### src/rtl/serializer_param_if.sv
// Load handshake and serial line bundle for serializer_param.
// The master side is the word producer / line consumer, the slave side is the serializer.
interface serializer_param_if #(
  parameter int WIDTH = 16
);
  logic [WIDTH-1:0] data_in;
  logic             load_valid;
  logic             load_ready;
  logic             sout;
  logic             sout_valid;
  logic             frame_start;
  logic             frame_end;
  logic             busy;

  modport master (
    output data_in, load_valid,
    input  load_ready, sout, sout_valid, frame_start, frame_end, busy
  );

  modport slave (
    input  data_in, load_valid,
    output load_ready, sout, sout_valid, frame_start, frame_end, busy
  );
endinterface

### src/rtl/serializer_param.sv
// Parametrised parallel-to-serial shifter with valid/ready load and framing strobes.
// A new word can be accepted while the last bit of the current one is on the line.
module serializer_param #(
  parameter int       WIDTH      = 16,
  parameter bit       LSB_FIRST  = 1'b0,
  parameter bit       IDLE_LEVEL = 1'b0
) (
  input  logic               clk,
  input  logic               rst_n,
  serializer_param_if.slave  bus
);

  localparam int CW = (WIDTH > 1) ? $clog2(WIDTH) : 1;
  localparam logic [CW-1:0] LAST_BIT = CW'(WIDTH - 1);

  localparam logic [0:0] ST_IDLE  = 1'b0;
  localparam logic [0:0] ST_SHIFT = 1'b1;

  logic [0:0]       state_q,      state_d;
  logic [CW-1:0]    bitCnt_q,     bitCnt_d;
  logic [WIDTH-1:0] shift_q,      shift_d;
  logic             sout_q,       sout_d;
  logic             soutValid_q,  soutValid_d;
  logic             frameStart_q, frameStart_d;
  logic             frameEnd_q,   frameEnd_d;

  logic loadReady;
  logic accept;

  assign loadReady = (state_q == ST_IDLE) ||
                     ((state_q == ST_SHIFT) && (bitCnt_q == LAST_BIT));
  assign accept    = bus.load_valid && loadReady;

  // The register holds the bits still to send; the one on the line has already left it.
  always_comb begin
    state_d      = state_q;
    bitCnt_d     = bitCnt_q;
    shift_d      = shift_q;
    sout_d       = sout_q;
    soutValid_d  = soutValid_q;
    frameStart_d = frameStart_q;
    frameEnd_d   = frameEnd_q;

    if (accept) begin
      if (LSB_FIRST) begin
        sout_d  = bus.data_in[0];
        shift_d = {1'b0, bus.data_in[WIDTH-1:1]};
      end else begin
        sout_d  = bus.data_in[WIDTH-1];
        shift_d = {bus.data_in[WIDTH-2:0], 1'b0};
      end
      bitCnt_d     = '0;
      soutValid_d  = 1'b1;
      frameStart_d = 1'b1;
      frameEnd_d   = 1'b0;
      state_d      = ST_SHIFT;
    end else if (state_q == ST_SHIFT) begin
      if (bitCnt_q != LAST_BIT) begin
        if (LSB_FIRST) begin
          sout_d  = shift_q[0];
          shift_d = {1'b0, shift_q[WIDTH-1:1]};
        end else begin
          sout_d  = shift_q[WIDTH-1];
          shift_d = {shift_q[WIDTH-2:0], 1'b0};
        end
        bitCnt_d     = bitCnt_q + CW'(1);
        frameStart_d = 1'b0;
        frameEnd_d   = (bitCnt_d == LAST_BIT);
      end else begin
        state_d      = ST_IDLE;
        sout_d       = IDLE_LEVEL;
        soutValid_d  = 1'b0;
        frameStart_d = 1'b0;
        frameEnd_d   = 1'b0;
      end
    end
  end

  always_ff @(posedge clk) begin
    if (!rst_n) begin
      state_q      <= ST_IDLE;
      bitCnt_q     <= '0;
      shift_q      <= '0;
      sout_q       <= IDLE_LEVEL;
      soutValid_q  <= 1'b0;
      frameStart_q <= 1'b0;
      frameEnd_q   <= 1'b0;
    end else begin
      state_q      <= state_d;
      bitCnt_q     <= bitCnt_d;
      shift_q      <= shift_d;
      sout_q       <= sout_d;
      soutValid_q  <= soutValid_d;
      frameStart_q <= frameStart_d;
      frameEnd_q   <= frameEnd_d;
    end
  end

  assign bus.load_ready  = loadReady;
  assign bus.sout        = sout_q;
  assign bus.sout_valid  = soutValid_q;
  assign bus.frame_start = frameStart_q;
  assign bus.frame_end   = frameEnd_q;
  assign bus.busy        = soutValid_q;

endmodule
### src/flat_wrapper.sv
// flat-port wrapper written by rule: the top's interface ports become plain ports
module serializer_param_flat 
#(
  parameter int       WIDTH      = 16,
  parameter bit       LSB_FIRST  = 1'b0,
  parameter bit       IDLE_LEVEL = 1'b0
)
  (clk, rst_n, bus_data_in, bus_load_valid, bus_load_ready, bus_sout, bus_sout_valid, bus_frame_start, bus_frame_end, bus_busy);
  serializer_param_if #(.WIDTH(WIDTH)) bus_i ();
  input  logic clk;
  input  logic rst_n;
  input wire logic [$bits(bus_i.data_in)-1:0] bus_data_in;
  input wire logic [$bits(bus_i.load_valid)-1:0] bus_load_valid;
  output wire logic [$bits(bus_i.load_ready)-1:0] bus_load_ready;
  output wire logic [$bits(bus_i.sout)-1:0] bus_sout;
  output wire logic [$bits(bus_i.sout_valid)-1:0] bus_sout_valid;
  output wire logic [$bits(bus_i.frame_start)-1:0] bus_frame_start;
  output wire logic [$bits(bus_i.frame_end)-1:0] bus_frame_end;
  output wire logic [$bits(bus_i.busy)-1:0] bus_busy;
  assign bus_i.data_in = bus_data_in;
  assign bus_i.load_valid = bus_load_valid;
  assign bus_load_ready = bus_i.load_ready;
  assign bus_sout = bus_i.sout;
  assign bus_sout_valid = bus_i.sout_valid;
  assign bus_frame_start = bus_i.frame_start;
  assign bus_frame_end = bus_i.frame_end;
  assign bus_busy = bus_i.busy;
  serializer_param #(.WIDTH(WIDTH), .LSB_FIRST(LSB_FIRST), .IDLE_LEVEL(IDLE_LEVEL)) u_core (.clk(clk), .rst_n(rst_n), .bus(bus_i));
endmodule
### config.mk
export PLATFORM = sky130hd
export DESIGN_NAME = serializer_param_flat
export DESIGN_NICKNAME = d
export VERILOG_FILES = /design/src/rtl/serializer_param_if.sv /design/src/rtl/serializer_param.sv /design/src/flat_wrapper.sv
export SDC_FILE = /design/constraint.sdc
export NUM_CORES = 1
export LEC_CHECK = 0
export BUFFER_PORTS_ARGS = -buffer_cell sky130_fd_sc_hd__buf_2
export CORE_UTILIZATION = 40
export CTS_CLUSTER_DIAMETER = 120
export DETAILED_ROUTE_END_ITERATION = 6
export PLACE_DENSITY = 0.57
export REMOVE_ABC_BUFFERS = 1
export SYNTH_ARGS = -nofsm -noshare
export SYNTH_HDL_FRONTEND = slang
export SYNTH_SLANG_ARGS = --single-unit
export TNS_END_PERCENT = 100
### constraint.sdc
create_clock -name clk -period 3.44 [get_ports clk]
set_input_delay 0.688 -clock clk [delete_from_list [all_inputs] [get_ports clk]]
set_output_delay 0.688 -clock clk [all_outputs]
set_load 0.005 [all_outputs]
==> results of run 1 <==
## worst reg2reg max path, stage by stage (launching register included)
cell,delay (ps)
dfxtp_1,410
ha_1,250
and3_1,170
buf_4,250
nor2_8,70
inv_4,210
a211oi_1,110
## state kept, by name (all words and copies together), names as in the netlist
name / flops
u_core.bitCnt_q: 4
u_core.state_q: 1
u_core.shift_q: 15
u_core.bus.frame_start: 1
u_core.bus.frame_end: 1
u_core.bus.busy: 1
u_core.bus.sout: 1
## layout make-up
class / count / area (µm²)
timing repair buffer: 25 / 127.6
tap: 31 / 38.79
clock buffer: 3 / 22.52
multi-input combinational: 80 / 629.4
sequential: 24 / 480.5
inverter: 5 / 21.27
fill: 280 / 1509
## logic make-up after synthesis
group | synth area share
AND/OR/NAND/NOR | 0.1458
flip-flops | 0.3942
buffers and inverters | 0.08931
multiplexers | 0.1232
XOR/XNOR | 0.01438
AO/OA/AOI/OAI | 0.2125
adder cells (fa/ha/maj) | 0.02053
## through the flow
step / instances / util / area [µm²]
2_1_floorplan: 109 / - / 1131
3_3_place_gp: 165 / 0.4586 / 1297
3_5_place_dp: 165 / 0.4586 / 1297
4_1_cts: 168 / 0.4666 / 1320
5_1_grt: 168 / 0.4666 / 1320
6_report: 168 / 0.4666 / 1320
## final timing paths
| kind | to | cells after the start | start | slack (ps) |
|---|---|---|---|---|
| worst max-delay path | bus_load_ready | 6 | u_core.bitCnt_q[1] | 940 |
| worst min-delay path | u_core.bus.sout | 2 | u_core.shift_q[15] | 480 |
| worst max register to register | u_core.shift_q[6] | 6 | u_core.bitCnt_q[1] | 1840 |
| worst min register to register | u_core.bus.sout | 2 | u_core.shift_q[15] | 480 |
## placed cells by master (no fill, tap or decap), drive strengths merged, types with 3 or more instances in the layout
| cell | instances |
|---|---|
| a211oi | 15 |
| a21oi | 6 |
| buf | 25 |
| clkbuf | 3 |
| dfxtp | 24 |
| inv | 5 |
| mux2i | 15 |
| nand2b | 3 |
| nand3 | 5 |
| nor3 | 15 |
| o211ai | 3 |
## power groups by stage
stage | registers (W) | clock network, W | logic (W)
floorplan | 0.000315 | 0 | 0.0000593
global placement | 0.000317 | 0 | 0.0000883
detailed placement | 0.000318 | 0 | 0.0000900
CTS | 0.000312 | 0.000128 | 0.0000903
global route | 0.000314 | 0.000137 | 0.0000998
finish | 0.000311 | 0.000120 | 0.0000887
## metal layers
layer / up-vias / track usage / part of all wire
met3: 4 / 0.02268 / 0.036
met2: 20 / 0.2689 / 0.48
li1: 479 / - / -
met1: 445 / 0.2011 / 0.46
met5: - / 0 / 0
met4: 0 / 0.09408 / 0.019
==> qor.yml, run 1 <==
via_count: 948
cts_setup_buffers: 0
numCtsBuffers: 3
fin_nets: 160
cts_tree: "built"
grt.total_usage: 0.1620
synth_common_cells: "24 x dfxtp_1, 15 x mux2i_1, 15 x nor3_1"
ir_worst_vdd_v: 0.0001391
initial_core_util: 0.4308
final_layout_size_suffix_gt1_frac: 0.2993
place_congestion: 0.7410
cp.arrival_ps: 1810
p_leak_nw: 0.5480
setup_tns_ps: 0
p_switching_w: 0.0001385
seq_area_frac_synth: 0.3943
initialDrtViolationCount: 25
critPathLaunchType: "flop"
layout_min_cycle_time_ps: 2501
swShare: 0.2666
cts_buffer_depth: 2
tightest_slew_ps: 759.3
syn_area_um2: 1219
cts-root-buf: "clkbuf_4"
netlist_instances: 120
setup.worst_path.end_class: "output pin"
synth_cell_types: 30
p_seq_frac: 0.599
outcome: "finished with violations"
syn_to_final_growth_pct: 8.317
synth_most_common_cell: "dfxtp_1"
violations: "DRC"
row_count: 19
fmax_mhz: 399.8
antenna_cells: 0
ant_nets: 0
cp_cell_sequence: "ha_1, and3_1, buf_4, nor2_8, inv_4, buf_2"
drt-pass1-iter-count: 6
critPathKind: "flop to output pin"
grt_remaining_overflow: 0
cp_slowest_stage_delay_ps: 410
hold_class: "flop to flop"
wirelength_um: 2344
rsz0062_at_grt: "no"
wire_per_inst_um: 13.95
internal_power_w: 0.0003812
h-tree-depth: 1
p_total_w: 0.0005197
first_global_vias: 936
period_share: 0.7271
setup_viol: 0
fp.coreArea_um2: 2829
maxCapViolations: 0
syn_avg_cell_area_um2: 10.16
crit_buf_inv: 3
place_ws_ps: 1294
cp.required_ps: 2750
finalHoldViolations: 0
worstPathMaxFanout: 18
vias_per_cell: 5.643
io_buffers: 24
synth_top_area_frac: 0.3943
synth_top_flop_cell: "dfxtp_1"
dp_hpwl_um: 1624
die_w_um: 57.20
worstSkewPairLatency_ps: 310
hold_buffers: 0
synth_edf_count: 0
ios: 25
drc: 3
die_area_um2: 3271
async_flop_share: 0
fin_ws_ps: 938.7
synth-seq-cells: 24
whs_ps: 483.5
finClkSkew_ps: 3.862
yosys.area.top_type: "dfxtp_1"
slowest_stage: "dfxtp_1"
clk_pin_slew_ps: 120
grt_pass1_wl_um: 4071
pwr-share-comb: 0.171
antenna_found_initial: 0
pwr_density_cell_nw_per_um2: 393.7
path_delay_family: "buffers and inverters"
die_h_um: 57.20
power_frac_clock: 0.230
final-max-slew-violation-count: 0
grt_max_degree: 24
relSlewSlack: 0.4933
synthTopCellsByArea: "dfxtp_1 39%, mux2i_1 12%, a211oi_2 8.2%"
cts_resized: 0
clock-sinks: 24
yosysWarnings: 0
Power figures use the tool's default switching activity.
==> run 2: changes to the inputs <==
==> constraint.sdc (replaced) <==
create_clock -name clk -period 2.5 [get_ports clk]
set_input_delay 0.5 -clock clk [delete_from_list [all_inputs] [get_ports clk]]
set_output_delay 0.5 -clock clk [all_outputs]
set_load 0.005 [all_outputs]
==> run 2 against run 1 <==
- the flow still finishes with violations (DRC)
- total power increased by 46%
- sequential share of layout area down 0.78 points
- critical path depth shrank 1
- design area is 2.2% higher
- clock power grew 72%
- clock skew fell by 1.2 ps
- non-clock buffer count is 2 higher
- worst setup slack lost 590 ps
- sequential power is 38% higher
- utilization is 1.0 points higher
- die area is the same
- largest power group unchanged
==> qor.yml, run 2 (same netlist as run 1, synthesis figures left out) <==
outcome: "finished with violations"
violations: "DRC"
reg2reg_slack_ps: 880  # -960 ps
layout_common_cells: "24 x buf_2, 24 x dfxtp_1, 15 x mux2i_1, 15 x nor3_1, 8 x a211oi_2"
finalHoldViolations: 0  # unchanged
fmax_mhz: 465.2
numCtsBuffers: 3  # unchanged
antenna_found_initial: 0  # unchanged
ir_worst_vdd_v: 0.0002484  # +79%
dp_hpwl_um: 1648  # +1.5%
final-max-slew-violation-count: 0  # unchanged
clock-sinks: 24  # unchanged
placed_area_um2: 1313  # +1.2%
die_h_um: 57.20  # unchanged
cts_resized: 0  # unchanged
r2r-start: "u_core.bitCnt_q[1]"
rsz0062_at_grt: "no"
fp.coreArea_um2: 2829  # unchanged
cts-root-buf: "clkbuf_4"
setup.worst_path.end_class: "output pin"
final_layout_size_suffix_gt1_frac: 0.3143  # +0.01502
initialDrtViolationCount: 21  # -16%
regMostFlops: "u_core.shift_q"
relSlewSlack: 0.6123  # +0.1191
critPathLaunchType: "flop"
stdcell_count: 171  # +1.8%
place_congestion: 0.7639  # +3.1%
row_count: 19  # unchanged
vias_per_cell: 5.789  # +2.6%
path_delay_family: "flip-flops"
r2r-end: "u_core.shift_q[4]"
crit_buf_inv: 2  # -1
placed_cells: 167  # +1.2%
tightest_slew_ps: 581.5  # -177.8 ps
layout_min_cycle_time_ps: 2150
die_area_um2: 3271  # unchanged
reg_top3: "u_core.shift_q x15, u_core.bitCnt_q x4"
fin_ws_ps: 350.2  # -588.6 ps
p_leak_nw: 0.5646  # +3.0%
worstSkewPairLatency_ps: 310  # about the same
io_buffers: 24  # unchanged
grt_pass1_wl_um: 4202  # +3.2%
drt-pass1-iter-count: 6  # unchanged
wire_per_inst_um: 14.13  # +1.3%
die_w_um: 57.20  # unchanged
worstPathMaxFanout: 16  # -2
grt_max_degree: 24  # unchanged
grt.total_usage: 0.1629  # +0.0009691
period_share: 0.8599
clk_pin_slew_ps: 130  # about the same
via_count: 990  # +4.4%
drc: 3  # unchanged
first_global_vias: 964  # +3.0%
fin_nets: 162  # +1.3%
largest_reg_flops: 15  # unchanged
h-tree-depth: 1  # unchanged
hold_path_depth: 3  # +1
cp_cell_sequence: "ha_1, and3_1, nor2_8, inv_4, buf_2"
reg2regPathDepth: 5  # -1
hold_class: "primary input to flop"
finClkSkew_ps: 2.613  # -1.249 ps
hold_buffers: 0  # unchanged
cts_buffer_depth: 2  # unchanged
whs_endpoint: "u_core.bus.sout"
critPathKind: "flop to output pin"
initial_core_util: 0.4308  # unchanged
final_util: 0.4768  # +0.01017
hp-start: "rst_n"
place_ws_ps: 692.9  # -600.7 ps
slowest_stage: "dfxtp_1"
setup_viol: 0  # unchanged
antenna_cells: 0  # unchanged
cts_setup_buffers: 0  # unchanged
pwr_density_cell_nw_per_um2: 564.3  # +43%
ios: 25  # unchanged
maxCapViolations: 0  # unchanged
wirelength_um: 2416  # +3.1%
cp.required_ps: 2000  # -750 ps
syn_to_final_growth_pct: 10.68
ant_nets: 0  # unchanged
setup_tns_ps: 0  # unchanged
grt_remaining_overflow: 0  # unchanged
final_area_um2: 1349  # +2.2%
cts_tree: "built"
cp.arrival_ps: 1650  # -160 ps
fillCellCount: 264  # -5.7%
cp_slowest_stage_delay_ps: 410  # about the same
## run 2: cell count changes in the layout (fill, tap and decap cells not counted), sizes merged
cell / change
buf: +2
clkbuf: +1
## run 2: stage by stage
step | hold WS (ps) | total power [W]
3_3_place_gp | 477.3 | 0.0005611
5_1_grt | 441.8 | 0.0008027
6_report | 460.0 | 0.0007611
4_1_cts | 445.1 | 0.0007733
3_5_place_dp | 472.7 | 0.0005652
2_1_floorplan | 443.8 | 0.0005152
## run 2: worst register-to-register path, stage by stage, from the launching register on
cell and delay [ps]:
dfxtp_1 410, ha_1 240, and3_1 310, buf_4 280
nor3_1 80, a211oi_1 230
## run 2: how the worst max path moves through the flow
stage                  startpoint             end  slack [ps]  depth (start not counted)
2_1_floorplan  u_core.bitCnt_q[1]  bus_load_ready         660                          4
3_3_place_gp   u_core.bitCnt_q[1]  bus_load_ready         730                          5
3_5_place_dp   u_core.bitCnt_q[1]  bus_load_ready         690                          5
4_1_cts        u_core.bitCnt_q[1]  bus_load_ready         320                          5
5_1_grt        u_core.bitCnt_q[1]  bus_load_ready         240                          5
6_report       u_core.bitCnt_q[1]  bus_load_ready         350                          5
## run 2: final cells by class
type / instances / area (µm²) / share of cell area
well taps: 31 / 38.79 / 0.02876
flip-flops and latches: 24 / 480.5 / 0.3562
repair buffers: 27 / 142.6 / 0.1058
clock buffers: 4 / 36.28 / 0.02690
inverters: 5 / 21.27 / 0.01577
multi-input cells: 80 / 629.4 / 0.4666
## run 2: where the power goes
| group | total [W] | switching, W | internal, W |
|---|---|---|---|
| sequential | 0.000429 | 0.0000181 | 0.000411 |
| clock | 0.000207 | 0.000118 | 0.0000889 |
| combinational | 0.000126 | 0.0000655 | 0.0000600 |
| total | 0.000761 | 0.000202 | 0.000559 |
## run 2: metal layers
metal	up-vias	share of wire	wire [µm]	GRT usage
met2	19	0.50	1211	0.2756
met3	2	0.039	95	0.03401
met5	-	0	0	0
met1	477	0.45	1092	0.2037
met4	0	0.0066	16	0.06272
li1	492	-	-	-
==> run 3: changes to the inputs <==
==> constraint.sdc (replaced) <==
create_clock -name clk -period 2.5 [get_ports clk]
set_input_delay 0.25 -clock clk [delete_from_list [all_inputs] [get_ports clk]]
set_output_delay 0.25 -clock clk [all_outputs]
set_load 0.005 [all_outputs]
==> run 3 against run 2 <==
- the run still ends with DRC left
- via count down 3.8%
- sequential share of layout area down 0.23 points
- critical endpoint unchanged
- critical path type unchanged
- combinational power about the same
==> qor.yml, run 3 (same netlist as run 1, synthesis figures left out) <==
clock-sinks: 24  # unchanged
place_ws_ps: 844.5  # +151.7 ps
first_global_vias: 916  # -5.0%
die_h_um: 57.20  # unchanged
io_buffers: 24  # unchanged
layout_min_cycle_time_ps: 2009  # -141.2 ps
antenna_cells: 0  # unchanged
cts_setup_buffers: 0  # unchanged
cp.arrival_ps: 1760  # +110 ps
ios: 25  # unchanged
drt-pass1-iter-count: 6  # unchanged
fmax_mhz: 497.8  # +7.0%
vias_per_cell: 5.600  # -3.3%
cts_resized: 0  # unchanged
stdcell_count: 170  # -0.58%
layout_common_cells: "24 x buf_2, 24 x dfxtp_1, 15 x mux2i_1, 15 x nor3_1, 8 x a211oi_2"
cts-root-buf: "clkbuf_4"
fp.coreArea_um2: 2829  # unchanged
place_congestion: 0.7586  # -0.69%
multi_input_area_um2: 629.4  # unchanged
critPathLaunchType: "flop"
hold_class: "primary input to flop"
placed_cells: 166  # -0.60%
worstSkewPairLatency_ps: 320  # about the same
syn_to_final_growth_pct: 11.40
p_leak_nw: 0.5669  # +0.42%
ant_nets: 0  # unchanged
die_w_um: 57.20  # unchanged
initialDrtViolationCount: 35  # +67%
grt_pass1_wl_um: 3939  # -6.3%
fin_ws_ps: 491.3  # +141.2 ps
wire_per_inst_um: 13.88  # -1.8%
tightest_slew_ps: 721.6  # +140.1 ps
worstPathMaxFanout: 20  # +4
grt_remaining_overflow: 0  # unchanged
via_count: 952  # -3.8%
numCtsBuffers: 3  # unchanged
final_area_um2: 1358  # +0.65%
period_share: 0.8035  # -0.05647
relSlewSlack: 0.5184  # -0.09393
die_area_um2: 3271  # unchanged
cts_buffer_depth: 2  # unchanged
cp_cell_sequence: "inv_1, nor2_8, inv_4, buf_2"
drc: 2  # -1
grt.total_usage: 0.1553  # -0.007645
regMostFlops: "u_core.shift_q"
maxCapViolations: 0  # unchanged
clk_pin_slew_ps: 120  # about the same
cts_tree: "built"
dp_hpwl_um: 1571  # -4.7%
setup_viol: 0  # unchanged
wirelength_um: 2359  # -2.4%
finalHoldViolations: 0  # unchanged
setup_tns_ps: 0  # unchanged
reg_top3: "u_core.shift_q x15, u_core.bitCnt_q x4"
ir_worst_vdd_v: 0.0003431  # +38%
pwr_density_cell_nw_per_um2: 611.4  # +8.4%
outcome: "finished with violations"
row_count: 19  # unchanged
slowest_stage: "inv_1"
final_layout_size_suffix_gt1_frac: 0.3094  # -0.004933
path_delay_family: "buffers and inverters"
cp.required_ps: 2250  # +250 ps
finClkSkew_ps: 8.071  # +5.457 ps
grt_max_degree: 24  # unchanged
seq_area_um2: 480.5  # unchanged
violations: "DRC"
fin_nets: 161  # -0.62%
crit_buf_inv: 3  # +1
antenna_found_initial: 0  # unchanged
hold_path_depth: 3  # unchanged
cp_slowest_stage_delay_ps: 570  # +160 ps
placed_area_um2: 1305  # -0.57%
rsz0062_at_grt: "no"
h-tree-depth: 1  # unchanged
reg2regPathDepth: 5  # unchanged
path_depth: 4  # -1
initial_core_util: 0.4308  # unchanged
hold_buffers: 0  # unchanged
largest_reg_flops: 15  # unchanged
fillCellCount: 282  # +6.8%
setup.worst_path.end_class: "output pin"
critPathKind: "flop to output pin"
final-max-slew-violation-count: 0  # unchanged
==> run 3: final cells by class <==
type	instances	area share
Clock buffer	3	0.01659
Multi-Input combinational cell	80	0.4636
Clock inverter	1	0.02212
Tap cell	31	0.02857
Timing Repair Buffer	26	0.09954
Sequential cell	24	0.3539
Inverter	5	0.01567
==> run 3: per-stage QoR <==
| stage | hold WS [ps] | util | total power [W] |
|---|---|---|---|
| 6_report | 216.5 | 0.4799 | 0.0008301 |
| 5_1_grt | 219.4 | 0.4799 | 0.0008714 |
| 4_1_cts | 210.4 | 0.4799 | 0.0008435 |
| 3_5_place_dp | 474.8 | 0.4613 | 0.0005618 |
| 3_3_place_gp | 473.7 | 0.4613 | 0.0005590 |
| 2_1_floorplan | 379.0 | - | 0.0005152 |
==> run 3: per-layer routing <==
| layer | vias to the layer above | GRT usage | wire, µm |
|---|---|---|---|
| li1 | 485 | - | - |
| met1 | 440 | 0.1966 | 1095 |
| met2 | 22 | 0.2555 | 1133 |
| met3 | 5 | 0.02268 | 89 |
| met4 | 0 | 0.08362 | 40 |
| met5 | - | 0 | 0 |
==> run 3: path summary, 6_finish.rpt <==
| check | start | end | slack (ps) |
|---|---|---|---|
| max | u_core.state_q | bus_load_ready | 490 |
| min | rst_n | u_core.bus.sout | 220 |
| max reg2reg | u_core.bitCnt_q[1] | u_core.shift_q[3] | 890 |
| min reg2reg | u_core.shift_q[15] | u_core.bus.sout | 500 |
==> run 3: worst min-delay path, cell delays in order <==
cell and delay [ps]:
buf_2 140, o31ai_1 70, a21oi_1 40
==> run 3: where the power goes <==
part,total [W],switching [W],internal [W]
Clock,0.000279,0.000116,0.000162
Sequential,0.000429,0.0000181,0.000411
Combinational,0.000123,0.0000641,0.0000587
